===== src/rtl/ifetch_pkg.sv =====
// Shared encodings for the instruction fetch stage: RV32I opcodes, immediate
// extender modes (also consumed by the downstream extender) and the fetch FSM states.
package ifetch_pkg;

  localparam logic [6:0] OP_IMM = 7'b0010011;
  localparam logic [6:0] LOAD   = 7'b0000011;
  localparam logic [6:0] JALR   = 7'b1100111;
  localparam logic [6:0] STORE  = 7'b0100011;
  localparam logic [6:0] BRANCH = 7'b1100011;
  localparam logic [6:0] LUI    = 7'b0110111;
  localparam logic [6:0] AUIPC  = 7'b0010111;
  localparam logic [6:0] JAL    = 7'b1101111;
  localparam logic [6:0] OP     = 7'b0110011;
  localparam logic [6:0] SYSTEM = 7'b1110011;

  localparam logic [2:0] EXT_I     = 3'b000;
  localparam logic [2:0] EXT_SHAMT = 3'b101;
  localparam logic [2:0] EXT_S     = 3'b001;
  localparam logic [2:0] EXT_B     = 3'b010;
  localparam logic [2:0] EXT_U     = 3'b011;
  localparam logic [2:0] EXT_J     = 3'b100;

  typedef enum logic [1:0] {
    S_IDLE = 2'd0,
    S_REQ  = 2'd1,
    S_HOLD = 2'd2
  } state_e;

endpackage


===== src/rtl/ifetch_predecode.sv =====
// Combinational pre-decode: picks the immediate extender mode and flags
// opcodes outside the supported RV32I subset.
module ifetch_predecode
  import ifetch_pkg::*;
(
  input  logic [6:0] opcode,
  input  logic [2:0] funct3,
  output logic [2:0] ext_sel,
  output logic       sign,
  output logic       illegal
);

  always_comb begin
    ext_sel = EXT_I;
    illegal = 1'b0;
    case (opcode)
      OP_IMM: begin
        // Shift-immediates carry a 5-bit shamt that must not be sign-extended.
        if (funct3 == 3'b001 || funct3 == 3'b101) ext_sel = EXT_SHAMT;
        else                                      ext_sel = EXT_I;
      end
      LOAD, JALR, OP, SYSTEM: ext_sel = EXT_I;
      STORE:                  ext_sel = EXT_S;
      BRANCH:                 ext_sel = EXT_B;
      LUI, AUIPC:             ext_sel = EXT_U;
      JAL:                    ext_sel = EXT_J;
      default:                illegal = 1'b1;
    endcase
  end

  assign sign = !(ext_sel == EXT_SHAMT || ext_sel == EXT_U);

endmodule


===== src/rtl/ifetch_unit.sv =====
// Fetch stage: owns the PC, runs the imem request/ack handshake, registers the
// fetched word and presents it to decode with its pre-decoded extender controls.
module ifetch_unit
  import ifetch_pkg::*;
#(
  parameter logic [31:0] RESET_PC = 32'h0000_0000
) (
  input  logic        clk,
  input  logic        reset,
  output logic        imem_req,
  output logic [31:0] imem_addr,
  input  logic        imem_ack,
  input  logic [31:0] imem_rdata,
  input  logic        redirect,
  input  logic [31:0] redirect_pc,
  output logic        inst_valid,
  input  logic        inst_ready,
  output logic [31:0] inst,
  output logic [31:0] pc,
  output logic [24:0] imm,
  output logic [2:0]  ext_sel,
  output logic        sign,
  output logic        illegal,
  output state_e      dbg_state
);

  // Handshakes: imem_req stays high until a cycle with imem_ack=1 completes the
  // fetch; inst_valid stays high, with inst/pc/imm/ext_sel/sign/illegal stable,
  // until a cycle with inst_ready=1 (or a redirect) retires the instruction.

  state_e      state_q, state_d;
  logic [31:0] pc_q, pc_d;
  logic [31:0] inst_q, inst_d;
  logic [31:0] pc_out_q, pc_out_d;
  logic        kill_q, kill_d;
  logic [31:0] kill_addr_q, kill_addr_d;
  logic        loaded_q, loaded_d;
  logic [31:0] redirect_target;
  logic        illegal_raw;
  logic [1:0]  unused_redirect_lsbs;

  assign redirect_target      = {redirect_pc[31:2], 2'b00};
  assign unused_redirect_lsbs = redirect_pc[1:0];

  always_ff @(posedge clk) begin
    if (reset) begin
      state_q     <= S_IDLE;
      pc_q        <= RESET_PC;
      inst_q      <= 32'h0;
      pc_out_q    <= 32'h0;
      kill_q      <= 1'b0;
      kill_addr_q <= 32'h0;
      loaded_q    <= 1'b0;
    end else begin
      state_q     <= state_d;
      pc_q        <= pc_d;
      inst_q      <= inst_d;
      pc_out_q    <= pc_out_d;
      kill_q      <= kill_d;
      kill_addr_q <= kill_addr_d;
      loaded_q    <= loaded_d;
    end
  end

  always_comb begin
    state_d     = state_q;
    pc_d        = pc_q;
    inst_d      = inst_q;
    pc_out_d    = pc_out_q;
    kill_d      = kill_q;
    kill_addr_d = kill_addr_q;
    loaded_d    = loaded_q;
    case (state_q)
      S_IDLE: begin
        state_d = S_REQ;
        if (redirect) pc_d = redirect_target;
      end
      S_REQ: begin
        if (imem_ack) begin
          if (redirect) begin
            pc_d   = redirect_target;
            kill_d = 1'b0;
          end else if (kill_q) begin
            kill_d = 1'b0;
          end else begin
            inst_d   = imem_rdata;
            pc_out_d = pc_q;
            loaded_d = 1'b1;
            state_d  = S_HOLD;
          end
        end else if (redirect) begin
          pc_d = redirect_target;
          // The outstanding request keeps its address until memory answers it.
          if (!kill_q) begin
            kill_d      = 1'b1;
            kill_addr_d = pc_q;
          end
        end
      end
      S_HOLD: begin
        if (redirect) begin
          pc_d    = redirect_target;
          state_d = S_REQ;
        end else if (inst_ready) begin
          pc_d    = pc_q + 32'd4;
          state_d = S_REQ;
        end
      end
      default: state_d = S_IDLE;
    endcase
  end

  assign imem_req   = (state_q == S_REQ);
  assign imem_addr  = kill_q ? kill_addr_q : pc_q;
  assign inst_valid = (state_q == S_HOLD);
  assign inst       = inst_q;
  assign pc         = pc_out_q;
  assign imm        = inst_q[31:7];
  assign dbg_state  = state_q;

  ifetch_predecode u_predecode (
    .opcode  (inst_q[6:0]),
    .funct3  (inst_q[14:12]),
    .ext_sel (ext_sel),
    .sign    (sign),
    .illegal (illegal_raw)
  );

  // The all-zero reset word is not a real instruction, so it is never flagged.
  assign illegal = illegal_raw & loaded_q;

endmodule


===== config.mk =====
export PLATFORM = sky130hd
export DESIGN_NAME = ifetch_unit
export DESIGN_NICKNAME = d
export VERILOG_FILES = /design/src/rtl/ifetch_pkg.sv /design/src/rtl/ifetch_predecode.sv /design/src/rtl/ifetch_unit.sv
export SDC_FILE = /design/constraint.sdc
export NUM_CORES = 1
export LEC_CHECK = 0
export BUFFER_PORTS_ARGS = -buffer_cell sky130_fd_sc_hd__buf_2
export CORE_MARGIN = 2
export CORE_UTILIZATION = 44
export CTS_CLUSTER_SIZE = 28
export DETAILED_ROUTE_END_ITERATION = 12
export PLACE_DENSITY = 0.74
export SLEW_MARGIN = 20
export SYNTH_ARGS = -nofsm -noshare
export SYNTH_HDL_FRONTEND = slang
export SYNTH_HIERARCHICAL = 1
export SYNTH_SLANG_ARGS = --single-unit

===== constraint.sdc =====
create_clock -name clk -period 2.4 [get_ports clk]
set_clock_uncertainty 0.2 [all_clocks]
set_input_delay 0.12 -clock clk [delete_from_list [all_inputs] [get_ports clk]]
set_output_delay 0.12 -clock clk [all_outputs]
set_load 0.05 [all_outputs]

==> results.py <==
metrics = {
    "grt": {
        "global_route.usage.met2_pct": 39.50,
        "use_met1_pct": 33.07,
        "grt_pass1_wl_um": 28820,
        "met3_usage_pct": 5.805,
        "grt_max_degree": 65,
        "grt.busiest_layer": "met2",
        "grt_antenna_before_repair": 0,
        "grt_remaining_overflow": 0,
        "first_global_vias": 5681,
        "grt_use_total_pct": 24.66,
    },
    "pwr": {
        "power.share.clock_pct": 41.8,
        "comb_power_share_pct": 17.0,
        "p_leak_nw": 3.599,
        "power.share.switching_pct": 28.49,
        "ir_worst_vdd_v": 0.0004671,
        "cell_internal_pwr_w": 0.003924,
        "net-switching-power_w": 0.001563,
        "pwr_cell_area_nw_per_um2": 652.4,
        "power.sequential.fraction_pct": 41.2,
    },
    "sta": {
        "post-route-min-period_ns": 2.301,
        "grt_setup_unrepaired": "no",
        "timing.final.hold_violations": 0,
        "worst_slew_margin_pct": 55.46,
        "final_max_slew_viol_count": 0,
        "maxClockFrequency_ghz": 0.4345,
        "layout_worst_path_cycle_share_pct": 95.89,
        "worst_pin_slew_ns": 0.6681,
        "finalSetupViolCount": 0,
        "fin_tns_setup_ns": 0,
        "setup_ws_ns": 0.09866,
    },
    "logic_synthesis": {
        "synth_cell_types": 63,
        "synth-async-reset-ratio_pct": 0,
        "synth.top_cells.by_area": "dfxtp_1 42%, nand2_1 13%, a21oi_1 9.2%, mux2_2 4.6%, o21ai_0 3.9%",
        "synth_seq_cells": 128,
        "post_synth_inst_count": 800,
        "synth.yosys.warnings": 6,
        "post_synth.cell_area_avg_um2": 7.618,
        "yosys.area.top_type_share_pct": 42.04,
        "count_of_flip_flops_with_a_built_in_enable_after_synthesis": 0,
        "synth_flop_cell": "dfxtp_1",
        "synth_sequential_area_ratio_pct": 42.04,
        "mapped_cell_area_um2": 6095,
        "yosys.area.top_type": "dfxtp_1",
    },
    "routing": {
        "detailroute.via_count": 6548,
        "drt_iter0_drc": 572,
        "final_antenna_net_count": 0,
        "detail_route.wl_per_cell_um": 15.30,
        "per_cell_via_count_in_the_routed_design": 5.345,
        "drt_pre_antenna_iters": 7,
        "drc_errors": 0,
        "detail_route.wirelength_um": 18740,
    },
    "worst_setup_path": {
        "critical-path-top-cell-by-count": "or3_1",
        "cp_cell_sequence": "ha_2, nand3_2, or4_1, or3_1, or3_1, a31oi_1",
        "cpMaxStageDelayCell": "or4_1",
        "worst-endpoint-arrival_ns": 2.45,
        "crit_path_max_incr_delay_ns": 0.57,
        "cp_num_buf_inv": 0,
        "path_max_fanout": 3,
        "critPathLaunchType": "register",
        "critPathKind": "reg -> reg",
        "setup.worst_path.end_class": "register",
        "cpLargestDelayFamily": "simple AND/OR/NAND/NOR gates",
        "worst_ep_required_time_ns": 2.54,
    },
    "clock_network": {
        "number_of_buffers_added_by_the_clock_tree_synthesis_step": 17,
        "clk_root_buffer_cell": "clkbuf_16",
        "tritoncts": "yes",
        "clock_latency_ns": 0.41,
        "clock-sinks": 128,
        "clock_tree.htree_level_count": 4,
        "cts.clk_slew.worst_paths_ns": 0.05,
        "cts-root-to-sink-buffers": 2,
    },
    "finish": {
        "syn2layout_area_growth_pct": 38.00,
        "layout.cells.most_common_list": "206 x nand2_1, 193 x buf_2, 126 x dfxtp_1, 112 x a21oi_1, 64 x dlygate4sd3_1",
        "post_route_cells_drive_above_1_share_pct": 29.57,
        "antenna-diode-count": 0,
        "design.final.nets": 1103,
        "layout.cells.most_common": "nand2_1",
        "fillers": 1181,
    },
    "job": {
        "drv.max_cap_violation_count": 0,
    },
    "floorplanning": {
        "dieArea_um2": 14810,
        "starting_density_of_the_core_pct": 44.42,
        "die_y_um": 121.7,
        "rows": 43,
        "die_w_um": 121.7,
        "core_area_um2": 13720,
        "boundaryPins": 199,
    },
    "placement": {
        "gp_congestion": 0.9177,
        "post-place-ws_ns": 0.1293,
        "dp_hpwl_um": 12220,
        "buffer_ports.inserted": 194,
    },
    "min_path": {
        "hold_path_class": "in -> reg",
    },
    "status": {
        "status": "completed",
    },
}
-- path summary, 6_finish.rpt --
kind | start | endpoint | slack, ns | cells after the start
max | pc_q[2]$_SDFFE_PP0P_ | pc_q[18]$_SDFFE_PP0P_ | 0.1 | 6
min | redirect_pc[9] | pc_q[9]$_SDFFE_PP0P_ | 0.02 | 5
max reg2reg | pc_q[2]$_SDFFE_PP0P_ | pc_q[18]$_SDFFE_PP0P_ | 0.1 | 6
min reg2reg | pc[2]$_SDFFE_PP0P_ | pc[2]$_SDFFE_PP0P_ | 0.25 | 2
-- power by group through the flow --
| stage | combinational [W] | clock [W] | sequential [W] |
|---|---|---|---|
| 2_1_floorplan | 0.000505 | 0 | 0.00239 |
| 3_3_place_gp | 0.000837 | 0 | 0.00230 |
| 3_5_place_dp | 0.000840 | 0 | 0.00230 |
| 4_1_cts | 0.000924 | 0.00234 | 0.00226 |
| 5_1_grt | 0.000992 | 0.00245 | 0.00227 |
| 6_report | 0.000932 | 0.00230 | 0.00226 |
-- cells by family after synthesis --
family / count (synthesis) / synth area share, %
multiplexers: 29 / 5.276
AND/OR/NAND/NOR: 330 / 24.57
buffers and inverters: 98 / 7.781
AO/OA/AOI/OAI: 213 / 20.06
flip-flops: 128 / 42.04
adder cells (fa/ha/maj): 1 / 0.2053
other: 1 / 0.06153
-- final cells by class --
cell class	count	area, um2	share of cell area (%)
clock buffer	25	495.5	5.891
timing repair buffer	303	1977	23.50
sequential	128	2565	30.50
inverter	8	30.03	0.3570
tap	180	225.2	2.678
clock inverter	6	32.53	0.3868
multi-input combinational	575	3085	36.69
-- through the flow --
step                power [W]  cells  instance area [um2]  hold slack (ns)  util [%]
floorplan            0.002892    801                 6113          0.05605         -
global placement     0.003135   1130                 7239           0.1600     52.77
detailed placement   0.003141   1130                 7239           0.1662     52.77
CTS                  0.005519   1225                 8408          0.01207     61.29
global route         0.005709   1225                 8411           0.1244     61.30
finish               0.005487   1225                 8411          0.02417     61.30
-- worst register-to-register path, delay by kind of cell (launching register included) --
| kind | cells | cell delay [ns] |
|---|---|---|
| AO/OA/AOI/OAI | 1 | 0.15 |
| flip-flops | 1 | 0.35 |
| adder cells (fa/ha/maj) | 1 | 0.21 |
| AND/OR/NAND/NOR | 4 | 1.32 |
-- flip-flops by register name, indices dropped and copies added (netlist names) --
name         count
kill_q           1
loaded_q         1
pc              30
pc_q            30
dbg_state        2
inst            32
kill_addr_q     32
-- Yosys cell counts (3+ instances only) --
master,n
a21o_1,4
and2_1,7
nor4_1,8
buf_4,27
o31ai_1,5
a21oi_1,112
nand4_1,16
dfxtp_1,128
o311ai_0,3
nor3b_1,5
mux2_2,25
a31oi_1,5
buf_2,3
o22ai_1,3
clkbuf_1,54
o211ai_1,3
buf_1,5
mux2i_1,4
or4_1,3
inv_1,8
nand2_1,206
nor3_1,8
a22oi_1,3
nand3_1,14
a32o_1,4
o21ai_0,48
nor2_1,29
a22o_1,3
or3_1,8
and3_1,9
-- per-layer routing --
| metal | routed length (um) | vias to the layer above |
|---|---|---|
| met3 | 1466 | 24 |
| li1 | - | 3218 |
| met1 | 8221 | 3003 |
| met5 | 0 | - |
| met4 | 260 | 0 |
| met2 | 8788 | 303 |
-- timing repair --
action                                  4_1_cts  5_1_grt
endpoints found under the setup margin        0        1
gates resized for setup                       0        1
hold endpoints to repair                     65        0
buffers inserted                              0        0
hold buffers                                 64        0
Note: power is estimated with default switching activity, not from simulation.
